[config.mk]
export PLATFORM = sky130hd
export DESIGN_NAME = mux8_rr_arbiter
export DESIGN_NICKNAME = d
export VERILOG_FILES = /design/src/rtl/mux8_rr_arbiter.sv
export SDC_FILE = /design/constraint.sdc
export NUM_CORES = 1
export LEC_CHECK = 0
export ABC_AREA = 0
export CAP_MARGIN = 20
export CORE_ASPECT_RATIO = 0.7
export CORE_MARGIN = 2
export CORE_UTILIZATION = 42
export DETAILED_ROUTE_END_ITERATION = 8
export PLACE_DENSITY = 0.63
export RECOVER_POWER = 100
export SYNTH_ARGS = -nofsm -noshare
export SYNTH_HDL_FRONTEND = slang
export SYNTH_SLANG_ARGS = --single-unit
[constraint.sdc]
create_clock -name clk -period 8.56 [get_ports clk]
set_clock_uncertainty 0.2 [all_clocks]
set_input_delay 1.284 -clock clk [delete_from_list [all_inputs] [get_ports clk]]
set_output_delay 1.284 -clock clk [all_outputs]
set_load 0.05 [all_outputs]
[src/rtl/mux8_rr_arbiter.sv]
// ----------------------------------------------------------------------------
// mux8_rr_arbiter
//
// Round-robin scheduler for a shared 8:1 single-bit mux. Eight requesters
// compete for the mux. The winner owns the select lines for at most MAX_HOLD
// consecutive cycles. The selected data bit is registered onto y.
//
// Parameters
//   MAX_HOLD  maximum consecutive ownership cycles (1..255)
//
// Ports
//   clk    in   1  rising-edge clock
//   rst_n  in   1  asynchronous active-low reset
//   req    in   8  request vector, bit i requests a[i]
//   a      in   8  mux data inputs a0..a7
//   sel    out  3  registered mux select {s2,s1,s0}
//   gnt    out  8  registered one-hot grant, zero when idle
//   busy   out  1  registered "grant active" flag
//   y      out  1  registered mux output, a[sel] while busy, else 0
// ----------------------------------------------------------------------------
module mux8_rr_arbiter #(
    parameter int unsigned MAX_HOLD = 4
) (
    input  logic       clk,
    input  logic       rst_n,
    input  logic [7:0] req,
    input  logic [7:0] a,
    output logic [2:0] sel,
    output logic [7:0] gnt,
    output logic       busy,
    output logic       y
);

    localparam logic [7:0] HOLD_LIMIT = 8'(MAX_HOLD);

    typedef enum logic {
        IDLE = 1'b0,
        OWN  = 1'b1
    } state_t;

    state_t     state;
    state_t     state_nxt;

    logic [2:0] ptr;
    logic [2:0] ptr_nxt;
    logic [7:0] cnt;
    logic [7:0] cnt_nxt;
    logic [2:0] sel_nxt;
    logic [7:0] gnt_nxt;
    logic       busy_nxt;
    logic       y_nxt;

    logic [2:0] arb_base;
    logic [2:0] arb_idx;
    logic [2:0] winner;
    logic       found;
    logic       any_req;
    logic       keep_owner;

    // While a grant is active, the search for the next owner already starts
    // one past the current owner; this is the pointer a release would install,
    // so handover and pointer update happen on the same edge.
    assign arb_base   = (state == OWN) ? (sel + 3'd1) : ptr;
    assign any_req    = |req;
    assign keep_owner = req[sel] && (cnt < HOLD_LIMIT);

    // First requesting index at or after arb_base, wrapping modulo 8.
    always_comb begin
        winner  = arb_base;
        found   = 1'b0;
        arb_idx = '0;
        for (int unsigned k = 0; k < 8; k++) begin
            arb_idx = arb_base + 3'(k);
            if (!found && req[arb_idx]) begin
                winner = arb_idx;
                found  = 1'b1;
            end
        end
    end

    // Next-state and next-output logic.
    always_comb begin
        state_nxt = state;
        ptr_nxt   = ptr;
        cnt_nxt   = cnt;
        sel_nxt   = sel;
        gnt_nxt   = gnt;

        unique case (state)
            IDLE: begin
                if (any_req) begin
                    state_nxt = OWN;
                    sel_nxt   = winner;
                    gnt_nxt   = 8'(1) << winner;
                    cnt_nxt   = 8'd1;
                end
            end

            OWN: begin
                if (keep_owner) begin
                    cnt_nxt = cnt + 8'd1;
                end else begin
                    // Release: pointer moves past the owner; the previous
                    // owner is reachable only as the last candidate.
                    ptr_nxt = sel + 3'd1;
                    if (any_req) begin
                        sel_nxt = winner;
                        gnt_nxt = 8'(1) << winner;
                        cnt_nxt = 8'd1;
                    end else begin
                        state_nxt = IDLE;
                        gnt_nxt   = '0;
                        cnt_nxt   = '0;
                    end
                end
            end

            default: begin
                state_nxt = IDLE;
                gnt_nxt   = '0;
                cnt_nxt   = '0;
            end
        endcase

        busy_nxt = (state_nxt == OWN);
        y_nxt    = busy ? a[sel] : 1'b0;
    end

    // State and output registers.
    always_ff @(posedge clk or negedge rst_n) begin
        if (!rst_n) begin
            state <= IDLE;
            ptr   <= '0;
            cnt   <= '0;
            sel   <= '0;
            gnt   <= '0;
            busy  <= 1'b0;
            y     <= 1'b0;
        end else begin
            state <= state_nxt;
            ptr   <= ptr_nxt;
            cnt   <= cnt_nxt;
            sel   <= sel_nxt;
            gnt   <= gnt_nxt;
            busy  <= busy_nxt;
            y     <= y_nxt;
        end
    end

endmodule
==> tab_implementation.tex, run 1 <==
\begin{tabular}{lr}
\hline
Metric & Value \\
\hline
\multicolumn{2}{l}{\textbf{Floorplanning}} \\
Site row count & 22 \\
Chip Height & 65.5 um \\
Die X & between 90 and 100 um \\
Initial core utilization & 0.434 \\
Die Outline Area & approximately 0.006 mm\^{}2 \\
CORE AREA & approximately 0.0052 mm\^{}2 \\
Io pins & 31 \\
\multicolumn{2}{l}{\textbf{Cells and area}} \\
Fill cells & 507 \\
Area taken by multi-input logic gates & $\sim$0.0015 mm\^{}2 \\
Signed area change from the synthesized netlist to the final layout & 14.9\% \\
Sequential cell area & 601 um\^{}2 \\
Number of non-filler instances in the completed layout & around 330 \\
Fraction of final layout cells sized beyond drive strength 1 & 0.142 \\
Total number of nets in the final design & $\sim$280 \\
End-of-flow core utilization & 0.498 \\
Number of antenna diodes & 0 \\
\multicolumn{2}{l}{\textbf{Setup path}} \\
Setup crit start kind & flop \\
Req. time, crit path & 8.52 ns \\
Category of the worst setup path capture point & flop \\
Worst path top cell family by delay & multiplexers \\
CP max FO & 18 \\
Kind of critical path & flop to flop \\
Cells along the critical path & ha\_1, mux2i\_1, clkinv\_1, ha\_1, mux2i\_1, nand3\_1, and4bb\_1, and2b\_1, o31ai\_1, nand2b\_1, o32ai\_1, xnor2\_1, a32o\_1 \\
Worst path bufs/invs & 1 \\
Cell with the largest stage delay on the worst path & mux2i\_1 \\
Data arrival time of the worst path & 6.21 ns \\
Max incr delay on CP & approximately 1.1 ns \\
\multicolumn{2}{l}{\textbf{Placed design}} \\
Setup Slack @ Placement & 3.57 ns \\
Global placement routability congestion & approximately 0.96 \\
Final HPWL DP & roughly 4.6 mm \\
Placed cell count & 329 \\
Count of input and output buffers & 30 \\
\multicolumn{2}{l}{\textbf{Global routing}} \\
Total gr overflow & 0 \\
Maximum number of pins on one net before global-route repair & 21 \\
Via count of the first global-routing pass & just under 2000 \\
Global routing usage summed across all routing layers & 0.209 \\
First-pass GRT wire length & between 10 and 15 mm \\
Number of antenna violations at the first check in global routing & 0 \\
\multicolumn{2}{l}{\textbf{Clock tree}} \\
CTS tree & done \\
Root buffer cell & clkbuf\_8 \\
Number of buffers inserted during clock tree synthesis & 3 \\
Clock Pin Slew Worst Setup and Hold Paths & approximately 0.080 ns \\
PostCTS Resize Cnt & 0 \\
Maximum count of clock buffers along a single path & 2 \\
H-tree levels & 1 \\
Post-CTS setup repair buffer count & 0 \\
\# hold bufs at CTS & 0 \\
Clk sink count & 24 \\
Worst-skew pair later-pin latency & 0.26 ns \\
\multicolumn{2}{l}{\textbf{Synthesis}} \\
Number of flops mapped to enable cells by yosys & 0 \\
Net Count, Synth & $\sim$260 \\
Area of the mapped netlist & 0.00227 mm\^{}2 \\
Number of register bits inferred by synthesis & 24 \\
Proportion of synthesized chip area in sequential cells & 0.265 \\
Synthesis warning total & 0 \\
Synth async-reset ratio & 1.00 \\
Most instantiated flip-flop cell in the synthesis netlist & dfrtp\_1 \\
Synthesized area per cell & around 9.6 um\^{}2 \\
Instance count of the mapped netlist & about 240 \\
Unique masters post-synth & 67 \\
\multicolumn{2}{l}{\textbf{Timing}} \\
Relative slew margins & 0.0534 \\
Endpoints failing setup & 0 \\
Max Slew Vio Count & 0 \\
Highest clock frequency the design can meet & about 160 MHz \\
Setup slack after layout & 2.31 ns \\
Unrepaired setup endpoints after global routing & no \\
Actual transition at the worst max-transition pin & 1.38 ns \\
Final cycle utilization of the critical path & 0.731 \\
Count of endpoints failing hold in the final timing report & 0 \\
Final min period & between 6 and 7 ns \\
Post-route setup TNS & 0 ns \\
\multicolumn{2}{l}{\textbf{Run status}} \\
Run status & finished clean \\
\multicolumn{2}{l}{\textbf{Routing}} \\
Total length of routed wires & 6.18 mm \\
Remaining antenna violation count after routing & 0 \\
Metal2 WL & around 2.5 mm \\
Routed len/inst & about 19 um \\
DR DRC count & 0 \\
Pre-antenna DRT Iters & 4 \\
Vias & between 2000 and 2500 \\
Ratio of routed vias to standard cells & 6.24 \\
Met3 WL post-DR & $\sim$600 um \\
Detailed-routing wirelength on met1 & 3.05 mm \\
Detailed router's first-iteration violation count & 200 \\
Highest routed metal layer & met4 \\
\multicolumn{2}{l}{\textbf{Min path}} \\
Class of the tightest hold or removal check & flop to flop \\
\multicolumn{2}{l}{\textbf{Flow run}} \\
Max cap viols & 0 \\
\hline
\end{tabular}
-- worst paths after layout --
path                        start     end  slack (ns)  cells past startpoint
max reg2reg                sel[0]  gnt[0]        2.31                     13
min in group asynchronous   rst_n       y        1.10                      1
max                        sel[0]  gnt[0]        2.31                     13
min                        cnt[2]  cnt[2]        0.29                      2
max in group asynchronous   rst_n  gnt[5]        5.83                      2
min reg2reg                cnt[2]  cnt[2]        0.29                      2
-- synth_stat cells (2+ instances only) --
cell	count	area, um^2
a211oi_1	2	15.0
mux2i_1	8	80.1
a211oi_2	2	25.0
o311ai_0	2	17.5
dfrtp_1	24	601
a31oi_1	2	12.5
nand2_1	22	82.6
o211ai_1	3	22.5
nor2b_1	4	25.0
buf_2	3	15.0
o21a_1	3	22.5
a21o_1	2	15.0
nand2b_1	2	12.5
or2_4	2	17.5
o21ai_1	7	35.0
nor4_1	3	18.8
a32o_1	8	80.1
clkbuf_1	4	15.0
inv_1	5	18.8
a21boi_0	2	15.0
o221ai_1	2	17.5
a311oi_1	2	17.5
nor3_1	3	15.0
and3_1	6	37.5
nand3_1	12	60.1
a21oi_1	9	45.0
a2111oi_0	2	17.5
mux2i_4	3	67.6
o32ai_1	3	26.3
o22ai_1	2	12.5
mux4_2	8	180
nor2_1	10	37.5
ha_1	3	37.5
buf_6	3	33.8
xnor2_2	4	65.1
mux2_2	3	33.8
o21ai_0	15	75.1
a22o_1	2	17.5
and2_1	7	43.8
-- kinds of logic after synthesis --
group	synth area share
flip-flops	0.265
AO/OA/AOI/OAI	0.272
multiplexers	0.159
AND/OR/NAND/NOR	0.212
XOR/XNOR	0.0325
adder cells (fa/ha/maj)	0.0165
buffers and inverters	0.0430
-- layer usage --
| metal | GRT usage | vias to the layer above |
|---|---|---|
| li1 | - | 973 |
| met1 | 0.317 | 990 |
| met2 | 0.302 | 112 |
| met3 | 0.0711 | 3 |
| met4 | 0.00933 | 0 |
| met5 | 0 | - |
-- cells in the final DEF, fill, tap and decap left out, types with 3 or more instances in the layout --
master	count
clkdlybuf4s50_1	14
inv_1	5
o21a_1	3
o21ai_0	16
and2_0	6
mux4_2	8
mux2_2	3
mux2i_1	9
nand2b_1	3
dfrtp_1	24
ha_1	3
o211ai_1	3
o32ai_1	4
xnor2_2	3
dlygate4sd3_1	16
nand2_1	22
nor4_1	3
nor2b_1	4
a32o_1	8
nor2_1	10
nand3_1	12
o21ai_1	6
clkbuf_8	3
and3_1	6
nor3_1	3
a21oi_1	9
-- layout make-up --
type                    count  area share
repair buffers             31       0.117
inverters                   7      0.0101
clock inverters             1      0.0115
clock buffers               3      0.0158
multi-input cells         195       0.581
flip-flops and latches     24       0.230
well taps                  72      0.0346
-- worst register-to-register path, delay by kind of cell (launching register included) --
| kind | cells | cell delay [ns] |
|---|---|---|
| flip-flops | 1 | 0.61 |
| AO/OA/AOI/OAI | 3 | 0.96 |
| buffers and inverters | 1 | 0.87 |
| XOR/XNOR | 1 | 0.26 |
| adder cells (fa/ha/maj) | 2 | 1.05 |
| AND/OR/NAND/NOR | 4 | 0.89 |
| multiplexers | 2 | 1.30 |
-- stage by stage --
stage          instance area, um^2  hold slack [ns]
2_1_floorplan                 2270            0.244
3_3_place_gp                  2590            0.267
3_5_place_dp                  2620            0.267
4_1_cts                       2690            0.293
5_1_grt                       2610            0.323
6_report                      2610            0.288
-- sequential cells by signal (all words and copies together) (netlist names) --
name and count:
cnt 8, gnt 8, ptr 3, sel 3, state 1, y 1
Power of run 1 is not shown: default switching activity piles up to over one toggle a cycle in this logic, so the estimate is an artifact.
==> run 2, diff against run 1 <==
--- a/config.mk
+++ b/config.mk
@@ -11,7 +11,7 @@
 export CORE_MARGIN = 2
 export CORE_UTILIZATION = 42
 export DETAILED_ROUTE_END_ITERATION = 8
-export PLACE_DENSITY = 0.63
+export PLACE_DENSITY = 0.65
 export RECOVER_POWER = 100
 export SYNTH_ARGS = -nofsm -noshare
 export SYNTH_HDL_FRONTEND = slang
==> constraint.sdc (replaced) <==
create_clock -name clk -period 5.6 [get_ports clk]
set_clock_uncertainty 0.2 [all_clocks]
set_input_delay 0.84 -clock clk [delete_from_list [all_inputs] [get_ports clk]]
set_output_delay 0.84 -clock clk [all_outputs]
set_load 0.05 [all_outputs]
==> run 2 against run 1 <==
Effect of this change: non-clock buffer count up 1; global-route usage rose by 0.24 points; critical endpoint unchanged; via count rose by 0.48%; first-iteration DRC count up 30%; flip-flop and latch count is the same; setup slack worse by 1.5 ns; cell count unchanged; critical path depth decreased by 1; utilization barely moved.
==> tab_implementation.tex, run 2 (same netlist as run 1, synthesis figures left out) <==
\begin{tabular}{lr}
\hline
Metric & Value \\
\hline
\multicolumn{2}{l}{\textbf{Clock tree}} \\
H-tree levels & 1 (unchanged) \\
Number of buffers inserted during clock tree synthesis & 3 (unchanged) \\
CTS tree & done (unchanged) \\
Clk sink count & 24 (unchanged) \\
\# hold bufs at CTS & 0 (unchanged) \\
Clock Pin Slew Worst Setup and Hold Paths & 0.08 ns (about the same) \\
Worst-skew pair later-pin latency & 0.26 ns (about the same) \\
Post-CTS setup repair buffer count & 0 (unchanged) \\
PostCTS Resize Cnt & 0 (unchanged) \\
Root buffer cell & clkbuf\_8 (unchanged) \\
Maximum count of clock buffers along a single path & 2 (unchanged) \\
\multicolumn{2}{l}{\textbf{Global routing}} \\
GRT Max-Usage Layer & met1 (unchanged) \\
Maximum number of pins on one net before global-route repair & 25 (was 21) \\
First-pass GRT wire length & 10.2 mm (was 10.0 mm) \\
Global routing usage summed across all routing layers & 0.212 (was 0.209) \\
Via count of the first global-routing pass & 1990 (was 1930) \\
Global Route met3 Usage & 0.0459 (was 0.0711) \\
Total gr overflow & 0 (unchanged) \\
Routing usage on met2 & 0.293 (was 0.302) \\
Met1 Resource Use GR & 0.342 (was 0.317) \\
Number of antenna violations at the first check in global routing & 0 (unchanged) \\
\multicolumn{2}{l}{\textbf{Cells and area}} \\
Registers with the most flip-flops & cnt (8), gnt (8) (unchanged) \\
Signed area change from the synthesized netlist to the final layout & 14.8\% (was 14.9\%) \\
Total number of nets in the final design & 284 (was 283) \\
Number of antenna diodes & 0 (unchanged) \\
Most common cell after layout, fill and taps aside & dfrtp\_1 (unchanged) \\
Fill cells & 496 (was 507) \\
Fraction of final layout cells sized beyond drive strength 1 & 0.149 (was 0.142) \\
Most frequent cells in the layout & 24 x dfrtp\_1, 22 x nand2\_1, 17 x dlygate4sd3\_1 (was 24 x dfrtp\_1, 22 x nand2\_1, 16 x o21ai\_0, 16 x dlygate4sd3\_1, 14 x clkdlybuf4s50\_1) \\
\multicolumn{2}{l}{\textbf{Timing}} \\
Final cycle utilization of the critical path & 0.857 (was 0.731) \\
Count of endpoints failing hold in the final timing report & 0 (unchanged) \\
Max Slew Vio Count & 0 (unchanged) \\
Highest clock frequency the design can meet & 208 MHz (was 160 MHz) \\
Endpoints failing setup & 0 (unchanged) \\
Final min period & 4.80 ns (was 6.25 ns) \\
Unrepaired setup endpoints after global routing & no (unchanged) \\
Relative slew margins & 0.262 (was 0.0534) \\
Post-route setup TNS & 0 ns (unchanged) \\
Actual transition at the worst max-transition pin & 1.11 ns (was 1.38 ns) \\
\multicolumn{2}{l}{\textbf{Setup path}} \\
Worst path bufs/invs & 1 (unchanged) \\
R2r worst-path depth & 12 (was 13) \\
Data arrival time of the worst path & 4.75 ns (was 6.21 ns) \\
Origin of the worst setup path & state (was sel[0]) \\
Req. time, crit path & 5.55 ns (was 8.52 ns) \\
Worst R2R Setup Slack & 0.80 ns (was 2.31 ns) \\
CP max FO & 18 (unchanged) \\
Setup crit start kind & flop (unchanged) \\
Worst path top cell family by delay & compound AO/OA/AOI/OAI gates (was multiplexers) \\
Cells along the critical path & mux2i\_4, clkinv\_1, ha\_1, mux2i\_1, nand3\_1, and4bb\_1, and2b\_1, o31ai\_1, nand2b\_4, o32ai\_1, xnor2\_1, a32o\_1 (was ha\_1, mux2i\_1, clkinv\_1, ha\_1, mux2i\_1, nand3\_1, and4bb\_1, and2b\_1, o31ai\_1, nand2b\_1, o32ai\_1, xnor2\_1, a32o\_1) \\
Worst flop-to-flop path startpoint & state (was sel[0]) \\
Cell with the largest stage delay on the worst path & dfrtp\_1 (was mux2i\_1) \\
Category of the worst setup path capture point & flop (unchanged) \\
Critical register-to-register path endpoint & gnt[0] (unchanged) \\
Max incr delay on CP & 0.81 ns (was 1.06 ns) \\
Kind of critical path & flop to flop (unchanged) \\
\multicolumn{2}{l}{\textbf{Routing}} \\
Ratio of routed vias to standard cells & 6.27 (was 6.24) \\
Vias & 2088 (was 2078) \\
Pre-antenna DRT Iters & 5 (was 4) \\
Remaining antenna violation count after routing & 0 (unchanged) \\
DR DRC count & 0 (unchanged) \\
Detailed router's first-iteration violation count & 259 (was 200) \\
Routed len/inst & 18.4 um (was 18.6 um) \\
Total length of routed wires & 6.12 mm (was 6.18 mm) \\
\multicolumn{2}{l}{\textbf{Min path}} \\
Class of the tightest hold or removal check & flop to flop (unchanged) \\
Launch point of the worst hold path & gnt[6] (was cnt[2]) \\
Cell depth of the worst hold path & 1 (was 2) \\
Hold EP & gnt[6] (was cnt[2]) \\
\multicolumn{2}{l}{\textbf{Placed design}} \\
Final HPWL DP & 4.62 mm (was 4.63 mm) \\
Count of input and output buffers & 30 (unchanged) \\
Global placement routability congestion & 0.911 (was 0.956) \\
\multicolumn{2}{l}{\textbf{Floorplanning}} \\
Die X & 91.8 um (unchanged) \\
Site row count & 22 (unchanged) \\
Initial core utilization & 0.434 (unchanged) \\
Chip Height & 65.5 um (unchanged) \\
Die Outline Area & 0.00601 mm\^{}2 (unchanged) \\
CORE AREA & 0.00523 mm\^{}2 (unchanged) \\
Io pins & 31 (unchanged) \\
\multicolumn{2}{l}{\textbf{Run status}} \\
Run status & finished clean (unchanged) \\
\multicolumn{2}{l}{\textbf{Flow run}} \\
Max cap viols & 0 (unchanged) \\
\hline
\end{tabular}
## run 2: worst max path at each step
stage	end	slack (ns)	cells after the start
after floorplan	gnt[2]	1.09	15
after global placement	gnt[0]	1.25	12
after detailed placement	gnt[2]	1.13	12
after CTS	gnt[1]	1.12	12
after global routing	gnt[0]	0.43	12
final	gnt[0]	0.80	12
## run 2: final cells by class
cell class / count / area [um^2] / area share
sequential: 24 / 601 / 0.231
multi-input combinational: 195 / 1530 / 0.589
clock buffer: 3 / 41.3 / 0.0159
timing repair buffer: 32 / 312 / 0.120
inverter: 7 / 26.3 / 0.0101
tap: 72 / 90.1 / 0.0346
## run 2: layer usage
layer	vias to the layer above	part of all wire
li1	971	-
met4	0	0.0013
met1	1002	0.51
met5	-	0
met2	113	0.40
met3	2	0.082
## run 2: per-stage QoR
stage          setup slack (ns)  std cells  area, um^2  utilization  hold WS, ns
2_1_floorplan              1.09        237        2270            -        0.244
3_3_place_gp               1.25        329        2590        0.496        0.260
3_5_place_dp               1.13        329        2590        0.496        0.268
4_1_cts                    1.12        332        2640        0.504        0.291
5_1_grt                   0.427        333        2600        0.498        0.313
6_report                  0.802        333        2600        0.498        0.294
## run 2: worst register-to-register path, stage by stage (launching register included)
cell	delay (ns)
dfrtp_1	0.81
mux2i_4	0.67
clkinv_1	0.19
ha_1	0.49
mux2i_1	0.23
nand3_1	0.11
and4bb_1	0.29
and2b_1	0.28
o31ai_1	0.17
nand2b_4	0.20
o32ai_1	0.47
xnor2_1	0.27
a32o_1	0.31
Power of run 2 is left out for the same reason.
==> run 3, diff against run 2 <==
==> constraint.sdc (replaced) <==
create_clock -name clk -period 4 [get_ports clk]
set_clock_uncertainty 0.2 [all_clocks]
set_input_delay 0.6 -clock clk [delete_from_list [all_inputs] [get_ports clk]]
set_output_delay 0.6 -clock clk [all_outputs]
set_load 0.05 [all_outputs]
==> run 3 against run 2 <==
Effect of this change: non-clock buffer count grew 9; routed wire length shrank 0.25%; critical endpoint is now gnt[2]; fmax grew 28%; global-route usage grew 0.33 points; flip-flop and latch count is the same; sequential share of layout area shrank 1.2 points; setup slack lost 0.54 ns; worst hold slack lost 0.0065 ns.
==> tab_implementation.tex, run 3 (same netlist as run 1, synthesis figures left out) <==
\begin{tabular}{lr}
\hline
Metric & Value \\
\hline
\multicolumn{2}{l}{\textbf{Routing}} \\
DR DRC count & 0 (unchanged) \\
Detailed router's first-iteration violation count & 204 (was 259) \\
Ratio of routed vias to standard cells & 6.05 (was 6.27) \\
Vias & 2075 (was 2088) \\
Routed len/inst & 17.8 um (was 18.4 um) \\
Total length of routed wires & 6.11 mm (was 6.12 mm) \\
Pre-antenna DRT Iters & 4 (was 5) \\
Remaining antenna violation count after routing & 0 (unchanged) \\
\multicolumn{2}{l}{\textbf{Floorplanning}} \\
Chip Height & 65.5 um (unchanged) \\
Site row count & 22 (unchanged) \\
Die Outline Area & 0.00601 mm\^{}2 (unchanged) \\
Initial core utilization & 0.434 (unchanged) \\
Io pins & 31 (unchanged) \\
CORE AREA & 0.00523 mm\^{}2 (unchanged) \\
Die X & 91.8 um (unchanged) \\
\multicolumn{2}{l}{\textbf{Cells and area}} \\
Area taken by multi-input logic gates & 0.00160 mm\^{}2 (was 0.00153 mm\^{}2) \\
Most common cell after layout, fill and taps aside & nand2\_1 (was dfrtp\_1) \\
Total number of nets in the final design & 293 (was 284) \\
Sequential cell area & 607 um\^{}2 (was 601 um\^{}2) \\
Most frequent cells in the layout & 22 x nand2\_1, 21 x dfrtp\_1, 16 x o21ai\_0, 16 x dlygate4sd3\_1, 14 x clkdlybuf4s50\_1 (was 24 x dfrtp\_1, 22 x nand2\_1, 17 x dlygate4sd3\_1) \\
Registers with the most flip-flops & cnt (8), gnt (8) (unchanged) \\
Fraction of final layout cells sized beyond drive strength 1 & 0.218 (was 0.149) \\
Number of antenna diodes & 0 (unchanged) \\
Fill cells & 475 (was 496) \\
Signed area change from the synthesized netlist to the final layout & 22.2\% (was 14.8\%) \\
\multicolumn{2}{l}{\textbf{Timing}} \\
Endpoints failing setup & 0 (unchanged) \\
Final min period & 3.74 ns (was 4.80 ns) \\
Setup slack after layout & 0.265 ns (was 0.802 ns) \\
Unrepaired setup endpoints after global routing & no (unchanged) \\
Count of endpoints failing hold in the final timing report & 0 (unchanged) \\
Actual transition at the worst max-transition pin & 0.919 ns (was 1.11 ns) \\
Worst hold margin & 0.288 ns (was 0.294 ns) \\
Post-route setup TNS & 0 ns (unchanged) \\
Relative slew margins & 0.381 (was 0.262) \\
Max Slew Vio Count & 0 (unchanged) \\
Highest clock frequency the design can meet & 268 MHz (was 208 MHz) \\
Final cycle utilization of the critical path & 0.934 (was 0.857) \\
\multicolumn{2}{l}{\textbf{Clock tree}} \\
Maximum count of clock buffers along a single path & 2 (unchanged) \\
CTS tree & done (unchanged) \\
Worst-skew pair later-pin latency & 0.27 ns (was 0.26 ns) \\
H-tree levels & 1 (unchanged) \\
Number of buffers inserted during clock tree synthesis & 3 (unchanged) \\
Post-CTS setup repair buffer count & 0 (unchanged) \\
Clk sink count & 24 (unchanged) \\
Root buffer cell & clkbuf\_8 (unchanged) \\
Clock Pin Slew Worst Setup and Hold Paths & 0.08 ns (about the same) \\
\multicolumn{2}{l}{\textbf{Run status}} \\
Run status & finished clean (unchanged) \\
\multicolumn{2}{l}{\textbf{Setup path}} \\
CP max FO & 12 (was 18) \\
Worst R2R Setup Slack & 0.26 ns (was 0.80 ns) \\
Kind of critical path & flop to flop (unchanged) \\
Req. time, crit path & 3.96 ns (was 5.55 ns) \\
R2r worst-path depth & 13 (was 12) \\
Worst flop-to-flop path startpoint & state (unchanged) \\
Origin of the worst setup path & state (unchanged) \\
Category of the worst setup path capture point & flop (unchanged) \\
Data arrival time of the worst path & 3.70 ns (was 4.75 ns) \\
Critical register-to-register path endpoint & gnt[2] (was gnt[0]) \\
Setup crit start kind & flop (unchanged) \\
Critical path destination & gnt[2] (was gnt[0]) \\
\multicolumn{2}{l}{\textbf{Global routing}} \\
Global routing usage summed across all routing layers & 0.215 (was 0.212) \\
Number of antenna violations at the first check in global routing & 0 (unchanged) \\
Maximum number of pins on one net before global-route repair & 18 (was 25) \\
First-pass GRT wire length & 10.1 mm (was 10.2 mm) \\
Total gr overflow & 0 (unchanged) \\
Via count of the first global-routing pass & 1931 (was 1990) \\
\multicolumn{2}{l}{\textbf{Placed design}} \\
Count of input and output buffers & 30 (unchanged) \\
Setup Slack @ Placement & 0.296 ns (was 1.13 ns) \\
Global placement routability congestion & 0.887 (was 0.911) \\
Final HPWL DP & 4.72 mm (was 4.62 mm) \\
\multicolumn{2}{l}{\textbf{Flow run}} \\
Max cap viols & 0 (unchanged) \\
\multicolumn{2}{l}{\textbf{Min path}} \\
Class of the tightest hold or removal check & flop to flop (unchanged) \\
\hline
\end{tabular}
==> run 3: cell types whose count changed in the layout (fill, tap and decap cells not counted), sizes merged <==
cell,delta
clkdlybuf4s50,+1
bufinv,+1
buf,+8
clkbuf,+1
dlygate4sd3,-1
==> run 3: layer usage <==
layer	vias to the layer above	global-route usage	routed length, um
li1	990	-	-
met1	987	0.347	3040
met2	93	0.278	2430
met3	5	0.0585	583
met4	0	0.0466	53
met5	-	0	0
==> run 3: how the worst min path moves through the flow <==
| stage | from | end | slack [ns] | cells past startpoint |
|---|---|---|---|---|
| finish | cnt[3] | cnt[3] | 0.29 | 1 |
| global route | cnt[4] | cnt[4] | 0.32 | 1 |
| CTS | cnt[5] | cnt[5] | 0.29 | 1 |
| detailed placement | cnt[3] | cnt[3] | 0.26 | 1 |
| global placement | cnt[4] | cnt[4] | 0.27 | 1 |
| floorplan | rst_n | cnt[0] | 0.10 | 0 |
==> run 3: worst max-delay path, cell delays in order (launching register included) <==
cell,delay (ns)
dfrtp_2,0.42
or2_4,0.33
nand2_8,0.13
inv_2,0.09
ha_1,0.43
mux2i_1,0.22
nand3_1,0.11
and4bb_1,0.28
and2b_1,0.30
o31ai_4,0.12
a311oi_2,0.30
o22ai_1,0.16
a22o_1,0.28
a32o_1,0.26
==> run 3: layout make-up <==
cell class,count,share of cell area
multi-input combinational,195,0.577
tap,72,0.0325
timing repair buffer,41,0.135
clock buffer,3,0.0149
sequential,24,0.219
clock inverter,1,0.0108
inverter,7,0.00993
==> run 3: stage by stage <==
step / area (um^2) / std cells / utilization
2_1_floorplan: 2320 / 237 / -
3_3_place_gp: 2710 / 339 / 0.517
3_5_place_dp: 2710 / 339 / 0.517
4_1_cts: 2780 / 343 / 0.531
5_1_grt: 2770 / 343 / 0.530
6_report: 2770 / 343 / 0.530
==> run 3: what timing repair did <==
| item | CTS | global route |
|---|---|---|
| hold buffers | 0 | 0 |
| endpoints found under the hold margin | 0 | 0 |
| endpoints found under the setup margin | 0 | 4 |
| gates resized for setup | 0 | 1 |
Power of run 3 is left out for the same reason.
